==> config.mk <==
export PLATFORM = sky130hd
export DESIGN_NAME = conv_ctrl_strided
export DESIGN_NICKNAME = d
export VERILOG_FILES = /design/src/rtl/conv_ctrl_strided.sv
export SDC_FILE = /design/constraint.sdc
export NUM_CORES = 1
export LEC_CHECK = 0
export CAP_MARGIN = 10
export CORE_ASPECT_RATIO = 0.8
export CORE_MARGIN = 8
export CORE_UTILIZATION = 40
export CTS_CLUSTER_DIAMETER = 60
export DETAILED_ROUTE_END_ITERATION = 12
export GPL_TIMING_DRIVEN = 0
export PLACE_DENSITY_LB_ADDON = 0.1
export SETUP_SLACK_MARGIN = 0.05
export SYNTH_ARGS = -nofsm -noshare
export SYNTH_HDL_FRONTEND = slang
export SYNTH_SLANG_ARGS = --single-unit
==> constraint.sdc <==
create_clock -name clk -period 4.7 [get_ports clk]
set_input_delay 0.94 -clock clk [delete_from_list [all_inputs] [get_ports clk]]
set_output_delay 0.94 -clock clk [all_outputs]
set_load 0.03 [all_outputs]
==> src/rtl/conv_ctrl_strided.sv <==
// Sequencer for the strided 1D convolution datapath: per-job config, x/f memory loads,
// windowed reads driving the accumulator, and a valid/ready result stream.
module conv_ctrl_strided #(
  parameter int MAX_DATA_N      = 16,
  parameter int LG_MAX_DATA_N   = 4,
  parameter int MAX_FILTER_N    = 8,
  parameter int LG_MAX_FILTER_N = 3,
  parameter int LG_STRIDE       = 2
) (
  input  logic                       clk,
  input  logic                       reset,
  input  logic                       cfg_valid,
  output logic                       cfg_ready,
  input  logic [LG_MAX_DATA_N:0]     cfg_data_len,
  input  logic [LG_MAX_FILTER_N:0]   cfg_filter_len,
  input  logic [LG_STRIDE-1:0]       cfg_stride,
  output logic                       cfg_err,
  input  logic                       s_valid_x,
  output logic                       s_ready_x,
  output logic [LG_MAX_DATA_N-1:0]   addr_x,
  output logic                       wr_en_x,
  input  logic                       s_valid_f,
  output logic                       s_ready_f,
  output logic [LG_MAX_FILTER_N-1:0] addr_f,
  output logic                       wr_en_f,
  output logic                       m_valid_y,
  input  logic                       m_ready_y,
  output logic                       m_last_y,
  output logic                       clear_acc,
  output logic                       en_acc,
  output logic                       busy
);

  // state   | meaning
  // IDLE    | waiting for a config, cfg_ready high
  // LOAD    | writing x and f memories from the load streams
  // COMPUTE | issuing one read per tap of the current window
  // DRAIN   | final accumulate of the last tap's read data
  // OUT     | result presented until accepted
  typedef enum logic [2:0] {IDLE, LOAD, COMPUTE, DRAIN, OUT} state_t;

  localparam int DW = LG_MAX_DATA_N + 1;
  localparam int FW = LG_MAX_FILTER_N + 1;
  localparam int EW = LG_MAX_DATA_N + 2;

  state_t state, state_nxt;
  logic [DW-1:0] len_l, x_cnt, base;
  logic [FW-1:0] len_k, f_cnt, k_cnt;
  logic [LG_STRIDE-1:0] stride;
  logic en_acc_q;

  logic cfg_ok, hs_x, hs_f, x_done_nxt, f_done_nxt, last_tap, win_last;
  logic [EW-1:0] win_end;

  assign cfg_ok = (cfg_filter_len != '0) && (cfg_filter_len <= FW'(MAX_FILTER_N)) &&
                  (DW'(cfg_filter_len) <= cfg_data_len) &&
                  (cfg_data_len <= DW'(MAX_DATA_N)) && (cfg_stride != '0);

  assign hs_x = (state == LOAD) && s_valid_x && (x_cnt < len_l);
  assign hs_f = (state == LOAD) && s_valid_f && (f_cnt < len_k);
  // Look ahead so COMPUTE starts the cycle right after the last load beat.
  assign x_done_nxt = (x_cnt + DW'(hs_x)) == len_l;
  assign f_done_nxt = (f_cnt + FW'(hs_f)) == len_k;
  assign last_tap = (k_cnt == len_k - FW'(1));
  // Wide enough that base+S+K cannot wrap.
  assign win_end = EW'(base) + EW'(stride) + EW'(len_k);
  assign win_last = win_end > EW'(len_l);

  assign en_acc = en_acc_q;
  assign busy   = (state != IDLE);

  always_ff @(posedge clk or negedge reset) begin
    if (!reset) begin
      state    <= IDLE;
      len_l    <= '0;
      len_k    <= '0;
      stride   <= '0;
      x_cnt    <= '0;
      f_cnt    <= '0;
      k_cnt    <= '0;
      base     <= '0;
      en_acc_q <= 1'b0;
    end else begin
      state    <= state_nxt;
      en_acc_q <= (state == COMPUTE);
      case (state)
        IDLE: begin
          if (cfg_valid && cfg_ok) begin
            len_l  <= cfg_data_len;
            len_k  <= cfg_filter_len;
            stride <= cfg_stride;
            x_cnt  <= '0;
            f_cnt  <= '0;
            k_cnt  <= '0;
            base   <= '0;
          end
        end
        LOAD: begin
          if (hs_x) x_cnt <= x_cnt + DW'(1);
          if (hs_f) f_cnt <= f_cnt + FW'(1);
        end
        COMPUTE: k_cnt <= last_tap ? '0 : k_cnt + FW'(1);
        OUT: begin
          if (m_ready_y && !win_last) base <= base + DW'(stride);
        end
        default: ;
      endcase
    end
  end

  always_comb begin
    state_nxt = state;
    cfg_ready = 1'b0;
    cfg_err   = 1'b0;
    s_ready_x = 1'b0;
    s_ready_f = 1'b0;
    addr_x    = '0;
    addr_f    = '0;
    wr_en_x   = 1'b0;
    wr_en_f   = 1'b0;
    m_valid_y = 1'b0;
    m_last_y  = 1'b0;
    clear_acc = 1'b0;
    case (state)
      IDLE: begin
        cfg_ready = 1'b1;
        if (cfg_valid) begin
          if (cfg_ok) state_nxt = LOAD;
          else        cfg_err   = 1'b1;
        end
      end
      LOAD: begin
        s_ready_x = (x_cnt < len_l);
        s_ready_f = (f_cnt < len_k);
        addr_x    = x_cnt[LG_MAX_DATA_N-1:0];
        addr_f    = f_cnt[LG_MAX_FILTER_N-1:0];
        wr_en_x   = hs_x;
        wr_en_f   = hs_f;
        if (x_done_nxt && f_done_nxt) state_nxt = COMPUTE;
      end
      COMPUTE: begin
        addr_x    = base[LG_MAX_DATA_N-1:0] + LG_MAX_DATA_N'(k_cnt);
        addr_f    = k_cnt[LG_MAX_FILTER_N-1:0];
        clear_acc = (k_cnt == '0);
        if (last_tap) state_nxt = DRAIN;
      end
      DRAIN: state_nxt = OUT;
      OUT: begin
        m_valid_y = 1'b1;
        m_last_y  = win_last;
        if (m_ready_y) state_nxt = win_last ? IDLE : COMPUTE;
      end
      default: state_nxt = IDLE;
    endcase
  end

endmodule

==> impl_metrics.py <==
metrics = {
    "status": {
        "status": "complete, no violations",
    },
    "logic_synthesis": {
        "synthMuxAreaShare_pct": 4.32,
        "synthAdderAreaFrac_pct": 19.4,
        "yosysTopAreaCellShare_pct": 29.1,
        "synth_edf_count": 0,
        "synth_compound_area_share_pct": 18.8,
        "synth-simple-area-share_pct": 13.8,
        "netlist_instances": 301,
        "ys_warn_count": 0,
        "synth-async-reset-ratio_pct": 100,
        "synth_top_area_cell": "dfrtp_1",
        "syn_avg_cell_area_um2": 9.43,
        "syn_nets": 359,
        "netlist_area_um2": 2840,
        "synth_xor_area_share_pct": 9.26,
        "ys_types": 50,
        "yosys-top-cells-area": "dfrtp_1 29%, ha_1 16%, xnor2_1 7.4%",
        "synth_top_family_by_area": "adder cells",
        "synth_common_cells": "36 x ha_1, 33 x dfrtp_1, 26 x nand2_1",
        "synth.most_common_cell": "ha_1",
        "ys_seq_elements": 33,
        "ys_seq_area_share_pct": 29.1,
        "ys.flop_type": "dfrtp_1",
    },
    "worst_setup_path": {
        "r2r_start": "len_k[1]$_DFFE_PN0P_",
        "worstSetupStartpoint": "len_k[1]$_DFFE_PN0P_",
        "path_class": "flip-flop to primary output",
        "critPathSlowestCell": "fa_1",
        "cpPeakStageDelay_ps": 520,
        "r2r_setup_slack_ps": 1030,
        "crit_required_ps": 3760,
        "arrival_ps": 3470,
        "crit_chain": "inv_1, fa_1, inv_1, ha_1, fa_1, xor2_1, ha_1, a2111oi_4, o21ai_2, a221oi_4, nor2_1, buf_2",
        "critPathMaxFanout": 4,
        "crit_family": "adder cells",
        "critPathLaunchType": "flip-flop",
        "cp.buffers_inverters": 3,
        "crit_path_end_kind": "primary output",
    },
    "floorplanning": {
        "start_util_pct": 41.2,
        "rows": 27,
        "die_width_um": 110,
        "io_pins": 35,
        "die_area_um2": 10100,
        "die_height_um": 91.3,
        "core_um2": 6890,
    },
    "route": {
        "ant_nets": 0,
        "vias": 2271,
        "wl_mm": 7.23,
        "post_drt_wl_per_cell_um": 16.7,
        "drc": 0,
        "drt_pre_antenna_iters": 4,
        "via_per_inst": 5.26,
        "dr.first_iter.drc_count": 79,
    },
    "sta": {
        "fin_crit_sh_pct": 93.8,
        "setup_viol": 0,
        "hold_viol_final": 0,
        "final_max_slew_viol_count": 0,
        "rsz0062_at_grt": "no",
        "fin_worst_skew_ps": 8.57,
        "fmax_ghz": 0.227,
        "setup_tns_ps": 0,
        "slew_headroom_pct": 45.7,
        "worst_pin_slew_ps": 815,
        "fin_crit_ps": 4410,
    },
    "clock_network": {
        "cts_buffers": 5,
        "clockBufferDepth": 2,
        "tritoncts": "done",
        "htree_levels": 2,
        "clkSinkCount": 33,
        "cts_root_buf": "clkbuf_8",
        "clkTransAtPathRegs_ps": 70,
        "clk_latency_ps": 290,
        "cts_hold_buf": 0,
    },
    "global_routing": {
        "overflow": 0,
        "grt_max_degree": 34,
        "grt_util_met3_pct": 2.97,
        "track_usage_pct": 15.0,
        "grt_pass1_vias": 2269,
        "grt_pass1_wl_mm": 11.9,
        "grtUsageMet2_pct": 22.7,
        "antenna_found_initial": 0,
        "grt-busiest-layer": "met2",
        "use_met1_pct": 21.3,
    },
    "power_and_ir_drop": {
        "p_per_area_nw_per_um2": 767,
        "switching_share_pct": 48.6,
        "irDropWorstVdd_uv": 558,
        "seqPwrFrac_pct": 22.3,
        "clkPwrFrac_pct": 8.3,
        "p_leak_nw": 1.56,
        "p_int_mw": 1.33,
        "pwr-share-comb_pct": 69.4,
        "power.switching_mw": 1.26,
    },
    "final_layout": {
        "final_nets": 402,
        "fin_cells": 432,
        "drive_gt1_share_pct": 7.83,
        "antenna_cells": 0,
        "area_delta_synth_final_pct": 18.9,
    },
    "placement": {
        "place_congestion": 0.806,
        "dpl.cell_count": 422,
        "port_buffers": 34,
        "dpl.hpwl_mm": 5.78,
    },
    "min_path": {
        "min_path_type": "flip-flop to flip-flop",
        "hold_start": "len_l[1]$_DFFE_PN0P_",
    },
    "flow_run": {
        "max_cap_viol_count": 0,
    },
}
## state kept, by name (all words and copies together), names as in the netlist
signal	cells
en_acc	1
x_cnt	5
f_cnt	4
len_k	4
base	5
k_cnt	4
state	3
len_l	5
stride	2
## layer usage
metal  up-vias  wire length [µm]
li1       1152                 -
met1      1087              3680
met2        30              3250
met3         2               262
met4         0                32
met5         -                 0
## path summary, 6_finish.rpt
path | end | depth (start not counted)
setup / recovery | m_last_y | 12
hold / removal | len_l[1]$_DFFE_PN0P_ | 2
setup reg to reg | base[4]$_DFFE_PN0P_ | 13
hold reg to reg | len_l[1]$_DFFE_PN0P_ | 2
max in group asynchronous | len_k[2]$_DFFE_PN0P_ | 1
min in group asynchronous | x_cnt[3]$_DFFE_PN0P_ | 1
## cells by family after synthesis
kind of cell	after synthesis
muxes	11
xor gates and xnor gates	30
AOI/OAI and AO/OA	73
DFF	33
adders and majority gates	41
buffers and inverters	38
and+or+nand+nor	75
## worst min-delay path, delay by kind of cell, from the launching register on
family	cells	cell delay [ps]
AOI/OAI and AO/OA	1	60
DFF	1	380
and+or+nand+nor	1	60
## repair_timing
item	in CTS	in global routing
cloned	0	0
setup buffers	1	1
resized for setup	3	2
endpoints found under the setup margin	1	1
pin swaps	0	1
## power by group through the flow
stage / logic [mW] / clock network (mW) / registers, mW
4_1_cts: 1.81 / 0.222 / 0.579
6_report: 1.80 / 0.216 / 0.578
3_3_place_gp: 1.75 / 0 / 0.587
3_5_place_dp: 1.79 / 0 / 0.588
2_1_floorplan: 1.36 / 0 / 0.535
5_1_grt: 2.01 / 0.232 / 0.600
## placed cells by master (no fill, tap or decap), types with 2 or more instances in the layout
master           netlist  routed
ha_1                  36      36
dfrtp_1               33      33
clkdlybuf4s50_1        0      32
nand2_1               26      26
inv_1                 25      25
xnor2_1               24      24
o21ai_1               16      16
nand3_1               13      13
a21oi_1               10      10
o21ai_0                9       9
mux2_1                 9       9
buf_2                  6       8
nor2_1                 7       7
a21o_1                 7       7
nor2b_1                7       7
a22o_1                 7       7
clkbuf_1               5       6
xor2_1                 6       6
fa_1                   5       5
clkbuf_8               0       5
and2_1                 4       4
nand4_1                4       4
o21a_1                 3       3
nor3_1                 3       3
o22ai_1                3       3
inv_2                  2       2
nand2b_1               2       2
a211oi_1               2       2
a221o_1                2       2
o41ai_1                2       2
a31oi_1                2       2
clkinv_2               0       2
buf_4                  0       2
## per-stage QoR
step | area, µm² | hold WS, ps | util, % | total power, mW | setup WS, ps
after floorplan | 2840 | 498 | - | 1.90 | 737
after global placement | 3290 | 521 | 47.7 | 2.34 | 110
after detailed placement | 3280 | 524 | 47.6 | 2.38 | 49.1
after CTS | 3370 | 540 | 48.9 | 2.61 | 112
after global routing | 3370 | 561 | 49.0 | 2.84 | 111
final | 3370 | 537 | 49.0 | 2.59 | 292
## area by class of cell
type / count / area [µm²]
flip-flops and latches: 33 / 826
inverters: 27 / 101
multi-input cells: 230 / 1860
well taps: 87 / 109
plain buffers: 11 / 48.8
clock inverters: 2 / 10.0
clock buffers: 6 / 72.6
repair buffers: 36 / 345
fillers: 691 / 3520
(Power assumes the default switching activity.)
